`src/rtl/skinny_masked_pkg.sv`:
```
// rtl/skinny_masked_pkg.sv - shared constants and types for the masked Skinny-64 S-box layer
package skinny_masked_pkg;
  localparam int SHARES   = 4;
  localparam int NIBBLES  = 16;
  localparam int SBOX_LAT = 2;
  localparam int FRESH_W  = 48;

  typedef enum logic [1:0] {
    IDLE  = 2'd0,
    FEED  = 2'd1,
    DRAIN = 2'd2,
    DONE  = 2'd3
  } state_e;

  typedef struct packed {
    logic       valid;
    logic [3:0] idx;
  } tag_t;
endpackage

```
`src/rtl/sbox_tag_pipe.sv`:
```
// rtl/sbox_tag_pipe.sv - tag shift register running in lockstep with the S-box pipeline registers
module sbox_tag_pipe
  import skinny_masked_pkg::*;
#(
  parameter int LAT = SBOX_LAT
) (
  input  logic clk,
  input  logic rst,
  input  tag_t tag_in,
  output tag_t tag_out
);
  tag_t pipe [LAT];

  always_ff @(posedge clk) begin
    if (rst) begin
      for (int i = 0; i < LAT; i++) pipe[i] <= '0;
    end else begin
      pipe[0] <= tag_in;
      for (int i = 1; i < LAT; i++) pipe[i] <= pipe[i-1];
    end
  end

  assign tag_out = pipe[LAT-1];
endmodule

```
`src/rtl/skinny_sbox_layer_ctrl.sv`:
```
// rtl/skinny_sbox_layer_ctrl.sv - feeds one shared 64-bit state through the masked S-box nibble by nibble
module skinny_sbox_layer_ctrl
  import skinny_masked_pkg::*;
(
  input  logic                    clk,
  input  logic                    rst,
  input  logic                    in_valid,
  output logic                    in_ready,
  input  logic [SHARES*64-1:0]    in_state,
  output logic                    out_valid,
  input  logic                    out_ready,
  output logic [SHARES*64-1:0]    out_state,
  output logic [SHARES*4-1:0]     sbox_x,
  output logic [FRESH_W-1:0]      sbox_fresh,
  input  logic [SHARES*4-1:0]     sbox_y,
  output logic                    rnd_req,
  input  logic [FRESH_W-1:0]      rnd_in,
  input  logic                    rnd_valid
);
  state_e                 state;
  logic [3:0]             feed_cnt;
  logic [4:0]             cap_cnt;
  logic [SHARES*64-1:0]   in_reg;
  logic [SHARES*64-1:0]   out_reg;
  tag_t                   tag_push;
  tag_t                   tag_out;
  logic                   feeding;
  logic                   capture;

  assign in_ready  = (state == IDLE);
  assign out_valid = (state == DONE);
  assign out_state = out_reg;
  assign rnd_req   = (state == FEED);
  assign feeding   = (state == FEED) && rnd_valid;
  assign capture   = ((state == FEED) || (state == DRAIN)) && tag_out.valid;

  // Cycles without randomness still clock the S-box, so they carry an all-zero bubble.
  always_comb begin
    sbox_x     = '0;
    sbox_fresh = '0;
    tag_push   = '0;
    if (feeding) begin
      for (int s = 0; s < SHARES; s++)
        sbox_x[s*4 +: 4] = in_reg[s*64 + int'(feed_cnt)*4 +: 4];
      sbox_fresh     = rnd_in;
      tag_push.valid = 1'b1;
      tag_push.idx   = feed_cnt;
    end
  end

  sbox_tag_pipe #(.LAT(SBOX_LAT)) u_tag_pipe (
    .clk     (clk),
    .rst     (rst),
    .tag_in  (tag_push),
    .tag_out (tag_out)
  );

  always_ff @(posedge clk) begin
    if (rst) begin
      state    <= IDLE;
      feed_cnt <= '0;
      cap_cnt  <= '0;
      in_reg   <= '0;
      out_reg  <= '0;
    end else begin
      case (state)
        IDLE: if (in_valid) begin
          in_reg   <= in_state;
          feed_cnt <= '0;
          cap_cnt  <= '0;
          state    <= FEED;
        end
        FEED: if (rnd_valid) begin
          feed_cnt <= feed_cnt + 4'd1;
          if (feed_cnt == 4'(NIBBLES-1)) state <= DRAIN;
        end
        DRAIN: if (cap_cnt == 5'(NIBBLES)) state <= DONE;
        DONE: if (out_ready) state <= IDLE;
        default: state <= IDLE;
      endcase
      if (capture) begin
        for (int s = 0; s < SHARES; s++)
          out_reg[s*64 + int'(tag_out.idx)*4 +: 4] <= sbox_y[s*4 +: 4];
        cap_cnt <= cap_cnt + 5'd1;
      end
    end
  end
endmodule

```
`config.mk`:
```
export PLATFORM = sky130hd
export DESIGN_NAME = skinny_sbox_layer_ctrl
export DESIGN_NICKNAME = d
export VERILOG_FILES = /design/src/rtl/skinny_masked_pkg.sv /design/src/rtl/sbox_tag_pipe.sv /design/src/rtl/skinny_sbox_layer_ctrl.sv
export SDC_FILE = /design/constraint.sdc
export NUM_CORES = 1
export LEC_CHECK = 0
export CELL_PAD_IN_SITES_DETAIL_PLACEMENT = 0
export CELL_PAD_IN_SITES_GLOBAL_PLACEMENT = 1
export CORE_MARGIN = 1
export CORE_UTILIZATION = 37
export CTS_BUF_LIST = sky130_fd_sc_hd__clkbuf_2 sky130_fd_sc_hd__clkbuf_4 sky130_fd_sc_hd__clkbuf_8
export CTS_CLUSTER_DIAMETER = 50
export CTS_CLUSTER_SIZE = 20
export DETAILED_ROUTE_END_ITERATION = 12
export PLACE_DENSITY = 0.94
export SETUP_SLACK_MARGIN = 0.2
export SKIP_LAST_GASP = 1
export SYNTH_ARGS = -nofsm -noshare
export SYNTH_HDL_FRONTEND = slang
export SYNTH_HIERARCHICAL = 1
export SYNTH_SLANG_ARGS = --single-unit
```
`constraint.sdc`:
```
create_clock -name clk -period 4.3 [get_ports clk]
set_input_delay 1.075 -clock clk [delete_from_list [all_inputs] [get_ports clk]]
set_output_delay 1.075 -clock clk [all_outputs]
set_load 0.005 [all_outputs]
```
# ---- Word level (Yosys, flattened, before mapping)
# Memories as Yosys holds them, arrays and structs flattened.
# Index checks and enable logic that the tools add are counted.
# W data, S select, Z words.
dict set report totals {
  reg_bits 523
  mem_count 1
  word_cells 77
  in_bits 325
  ram_bits 10
}
dict set report op_classes {
  n_shift 12
  n_bitwise 2
  addsub 12
  reduce_logical 11
  eq_ne 10
  muxes 24
}
# name depth word_bits rd rd_ports_with_merged_regs wr line_no
set mem_list {}
lappend mem_list {u_tag_pipe.pipe 2 5 2 0 2 sbox_tag_pipe.sv:12} ;# tag_t pipe [LAT];
# cell count
set ops {}
lappend ops {{$bwmux W256} 4}
lappend ops {{$shift A4 B33 Y256 const A} 4}
lappend ops {{$shiftx A4 B33 Y256} 4}
lappend ops {{$shiftx A256 B10 Y4} 2}
lappend ops {{$shiftx A256 B7 Y4} 1}
lappend ops {{$shiftx A256 B9 Y4} 1}
lappend ops {{$neg A9 Y33} 2}
lappend ops {{$mux W48} 1}
lappend ops {{$add A8 B6 Y9 const A} 4}
lappend ops {{$neg A6 Y33} 1}
lappend ops {{$neg A8 Y33} 1}
lappend ops {{$mux W5} 6}
lappend ops {{$add A7 B6 Y8 const A} 2}
lappend ops {{$mux W16} 1}
lappend ops {{$mux W2} 5}
lappend ops {{$mux W4} 2}
lappend ops {{$ne A2 B1 Y1 const B} 4}
lappend ops {{$pmux W2 S4} 1}
lappend ops {{$pmux W4 S2} 1}
lappend ops {{$reduce_bool A2 Y1} 3}
lappend ops {{$add A5 B1 Y5 const B} 1}
lappend ops {{$eq A5 B5 Y1 const B} 1}
lappend ops {{$reduce_and A5 Y1} 1}
lappend ops {{$add A4 B1 Y4 const B} 1}
lappend ops {{11 further kinds} 17}

# ---- Longest topological paths before layout
dict set report depth {
  word_depth 6
  depth_mapped 14
  mapped_depth_nobuf 8
}

# ---- Cells and area by module
# Netlist, hierarchy kept.
# module seq_area_each_um2 n_inst area_per_inst_um2 cells_each
set modules_own_cells {}
lappend modules_own_cells {skinny_sbox_layer_ctrl 10470.0 1 24711.2 2895}
lappend modules_own_cells {sbox_tag_pipe 200.2 1 300.3 25}

# ---- Worst setup path before layout
# Ideal clock, no wire load.
dict set report synth_path {
  path_type {register to register}
  startpoint {mem u_tag_pipe/pipe[0][5] (netlist name)}
  endpoint {reg out_reg[34], in the netlist out_state[34]}
  required_time_ps 4204
  t_arrival_ps 3064
  slack_ps 1141
  synth_period_minus_slack_ps 3159
  setup_ps 96
  path_stages_with_launch 13
  path_cell_list {dfxtp_1 buf_4 buf_2 buf_2 clkinv_1 ha_1 ha_1 buf_2 or4b_1 clkbuf_1 a211oi_1 o31ai_2 o41ai_2}
}
# element line_no
set synth_lines {}
lappend synth_lines {{from (decl)} sbox_tag_pipe.sv:12}
lappend synth_lines {{to (signal, indexed assignment)} skinny_sbox_layer_ctrl.sv:83} ;# out_reg[s*64 + int'(tag_out.idx)*4 +: 4] <= sbox_y[s*4 +: 4];
lappend synth_lines {{to (decl)} skinny_sbox_layer_ctrl.sv:24} ;# logic [SHARES*64-1:0] out_reg;

# ---- Worst setup path after layout
dict set report layout_path {
  startpoint {in rnd_valid}
  endpoint {out sbox_x[14]}
}
dict set report layout_between {
  elab_chain_cells 2
}
# element line_no
set layout_lines {}
lappend layout_lines {{from (decl)} skinny_sbox_layer_ctrl.sv:18} ;# input logic rnd_valid
lappend layout_lines {{$logic_and A1 B1 Y1} skinny_sbox_layer_ctrl.sv:34} ;# assign feeding = (state == FEED) && rnd_valid;
lappend layout_lines {{net feeding} skinny_sbox_layer_ctrl.sv:27} ;# logic feeding;
lappend layout_lines {{$mux W16} skinny_sbox_layer_ctrl.sv:42} ;# if (feeding) begin
lappend layout_lines {{to (decl)} skinny_sbox_layer_ctrl.sv:13} ;# output logic [SHARES*4-1:0] sbox_x,
# The timed path passes the listed nets, and every way through them passes these cells.

==> impl_summary.txt <==
----------------------------------------------------
[Setup path]
  Worst setup path class ... input pin to output port
  Endpoint arrival time on the critical path ... 3040 ps
  Crit path max-delay cell type ... clkdlybuf4s50_1
  Critical path peak fanout ... 12
  Crit path top cell by count ... clkdlybuf4s50_1
  Worst path required time ... approximately 3200 ps
  Longest individual stage delay on the worst path ... 550 ps
  Critical R2R Launch ... u_tag_pipe/pipe[0][7]
  R2R cell count ... 8
  CP startpoint kind ... input pin
  R2R Setup Slk ... between 800 and 900 ps
  Reg2Reg Capture Point ... out_state[53]
  Cell-by-cell listing of the critical path ... clkdlybuf4s50_1 > buf_12 > and2_2 > nand2b_2 > buf_6 > o22ai_1 > clkdlybuf4s50_1
  Crit path capture type ... output port

[Floorplanning]
  Top-level I/O count ... between 600 and 700
  Die Footprint ... around 69,000 sq um
  Die X ... around 260 um
  Core ar. ... around 66,000 sq um
  Vertical die dimension ... 262.0 um
  Effective utilization at floorplan ... between 30 and 40%
  Cell Rows ... 94

[Timing]
  Least-Margin Pin Slew ... between 1000 and 1500 ps
  Endpoints failing hold ... 0
  Total Negative Setup Slacks ... 0 ps
  Number of slew-limit violations in the final report ... 0
  Clk_skew ... around 45 ps
  Final setup violation count ... 0
  RSZ-0062 raised after global routing ... true
  Worst-case headroom to the max-slew limit ... between 15 and 20%
  Top achievable clock speed ... 243.3 MHz
  Final min period ... about 4000 ps
  Period utilisation layout ... between 90 and 100%

[GRT]
  Pin count of the biggest net entering global routing ... 218
  Total routing resource utilization after global routing ... a little over a quarter
  Vias in the first global route ... 23.67k
  Overflow left after global routing ... 0
  Global-route wire length before repair ... between 100,000 and 150,000 um
  Initial antenna violation count ... 16

[Finish]
  Layout-stage area growth over the synthesis result ... 34.76%
  Net count reported at finish ... around 3.8k
  Post-route cell area ... roughly 34,000 sq um
  Final std cells w/o fill ... ~4.3k
  Filler instances ... ~6.3k
  Share of layout cells above drive strength 1 ... 9.603%
  Final standard cell utilization of the core ... about half

[Power and ir drop]
  Max IR drop VDD ... between 0.0003 and 0.0004 V
  Cell area power density ... around 370 nW/um^2
  Leak pwr ... ~12 nW

[Route]
  Via density per instance ... 5.822
  Met1 wire length ... between 30,000 and 40,000 um
  Total vias in the final route ... approximately 25k
  First-iteration detailed-routing DRC count ... 2,875
  Met2 Routed Length ... between 40,000 and 50,000 um
  Top layer reached by signal wires ... met5
  Routed wire length ... slightly below 100,000 um
  Routed wire length per instance ... between 20 and 25 um
  Number of detailed-route iterations in the first pass ... 6
  Met3 wire length ... between 8000 and 9000 um
  Post-DRT Antenna Nets ... 0
  # DRC ... 0

[Clock tree]
  Clock buffer depth ... 3
  Cts-stage hold buffer count ... 0
  Post-CTS clock slew at the launch and capture registers of the worst setup and hold paths ... around 90 ps
  Clock root buffer ... clkbuf_8
  Sink Count ... roughly 530
  Worst-skew pair later-pin latency ... between 700 and 800 ps
  CTS H-Tree Depth ... 2
  Number of buffers added by the clock tree synthesis step ... between 50 and 60
  Clock tree from TritonCTS ... built

[Placement]
  Post-DP HPWL ... roughly 70,000 um
  DP Area ... between 30,000 and 40,000 sq um
  Total instance count after detailed placement ... ~4.2k
  RePlAce Congestion ... around 0.97
  PortBufs ... between 600 and 700

[Job]
  Number of max-cap violations ... 0

[Yosys]
  Flip-flop cell with the highest count after synthesis ... dfxtp_1
  Cell area after synthesis ... approximately 25,000 sq um
  Syn nets ... 3,259
  Library cells used by synthesis ... 89
  Cells after Synth ... about 2.9k
  Count of flip-flops with a built-in enable after synthesis ... 0
  Synthesized area per cell ... about 8.6 sq um
  Async set or reset register ratio after synthesis ... 0%
  Proportion of synthesized chip area in sequential cells ... 42.66%
  Warning count from the yosys run ... 6
  Synthesis-stage register bit count ... ~530

[Worst hold path]
  Worst hold path class ... flop to flop
  Hold-critical path endpoint ... u_tag_pipe/pipe[0][9]
  Source of the worst hold timing path ... u_tag_pipe/pipe[0][4]
  Hold Path Cell Cnt ... 1

[Outcome]
  Result of the run ... finished clean

----------------------------------------------------
## worst max-delay path by stage
stage | start | cells past startpoint | to | slack [ps]
finish | rnd_valid | 7 | sbox_x[14] | 190
global route | rnd_valid | 7 | sbox_x[14] | 160
CTS | rnd_valid | 7 | sbox_x[14] | 190
detailed placement | rnd_valid | 7 | sbox_x[13] | 80
global placement | rnd_valid | 7 | sbox_x[15] | 90
floorplan | u_tag_pipe/pipe[0][5] | 12 | out_state[34] | 1140
## area by class of cell
type                            count  area [sq um]  area share [%]
Inverter                           18         67.56          0.2005
Clock buffer                       59         805.8           2.391
Sequential cell                   533         10680           31.68
Timing Repair Buffer              715          7171           21.27
Clock inverter                     50         669.4           1.986
Multi-Input combinational cell   2103         13210           39.20
Antenna cell                        7         17.52         0.05197
Tap cell                          864          1081           3.207
## cells in the mapped netlist, types with 5 or more instances
cell       count  area share (%)
nand2_1      638             9.6
dfxtp_1      533              43
a21oi_1      321             6.4
clkbuf_1     195             2.9
nor2_1       163             2.4
o22ai_1      105             2.6
a22o_1        80             2.8
and3_1        69             1.7
a211oi_1      64             1.9
mux4_2        64             5.8
nor3_1        60             1.2
mux2i_1       55             2.2
buf_2         45            0.90
a32oi_1       41             1.4
a22oi_1       39             1.2
nand3_1       35            0.70
and2_1        32            0.80
a221oi_1      23            0.81
nor2b_1       23            0.58
o31ai_1       20            0.60
nand3b_1      18            0.54
inv_1         16            0.24
o2bb2ai_1     15            0.53
buf_1         14            0.21
ha_1          14            0.70
nand2b_1      13            0.33
o21ai_0       13            0.26
o21ba_2       13            0.52
a21o_1        11            0.33
a31o_2        10            0.35
a31oi_1       10            0.25
buf_4         10            0.30
nand4_1       10            0.25
a32o_1         8            0.32
o221ai_1       8            0.28
a221o_1        7            0.28
o22a_1         7            0.25
o22ai_2        7            0.35
o31ai_2        7            0.35
or3_1          7            0.18
nor3_2         6            0.24
nand3_2        5            0.20
## cells by family (layout without fill, tap and decap cells)
logic type      after synthesis  in the layout  synth area share, %
mux                         122            122                8.099
flops                       533            533                42.66
simple gates               1116           1116                20.37
fa+ha+maj                    14             14               0.7004
compound gates              847            847                23.33
buf+inv                     284            842                4.697
other cells                   0              7                    0
xor+xnor                      4              4               0.1401
## routing by layer
| metal | track usage [%] | up-vias |
|---|---|---|
| met4 | 11.32 | 14 |
| met1 | 33.61 | 11940 |
| met2 | 45.00 | 1388 |
| met5 | 0 | - |
| li1 | - | 11670 |
| met3 | 5.536 | 309 |
## cell usage in the layout (no fill, tap or decap), drive strengths merged, types with 27 or more instances in the layout
| cell type | n |
|---|---|
| clkdlybuf4s50 | 644 |
| nand2 | 639 |
| dfxtp | 533 |
| a21oi | 321 |
| nor2 | 163 |
| o22ai | 112 |
| a22o | 80 |
| and3 | 69 |
| buf | 69 |
| a211oi | 66 |
| nor3 | 66 |
| mux4 | 64 |
| clkbuf | 59 |
| mux2i | 55 |
| inv | 45 |
| a32oi | 41 |
| nand3 | 40 |
| a22oi | 39 |
| and2 | 32 |
| o31ai | 27 |
## stage by stage
step,hold WS [ps],setup slack [ps],power [mW]
after floorplan,413.8,1141,7.422
after global placement,424.6,89.44,8.505
after detailed placement,428.5,82.67,8.552
after CTS,451.9,186.0,12.70
after global routing,466.5,158.4,13.23
final,445.1,189.8,12.63
## worst max-delay path, delay by kind of cell
kind            cells  cell delay, ps
buf+inv             4            1360
simple gates        2             350
compound gates      1             230
## power breakdown
part | switching [mW] | internal, mW
Clock | 2.33 | 1.81
Combinational | 1.62 | 1.26
Sequential | 0.244 | 5.38
Total | 4.19 | 8.45
## timing repair
| action | 4_1_cts | 5_1_grt |
|---|---|---|
| buffers inserted | 5 | 0 |
| setup endpoints to repair | 16 | 10 |
| gates resized for setup | 5 | 4 |
| gates cloned | 0 | 0 |
Note: power is estimated with default switching activity, not from simulation.
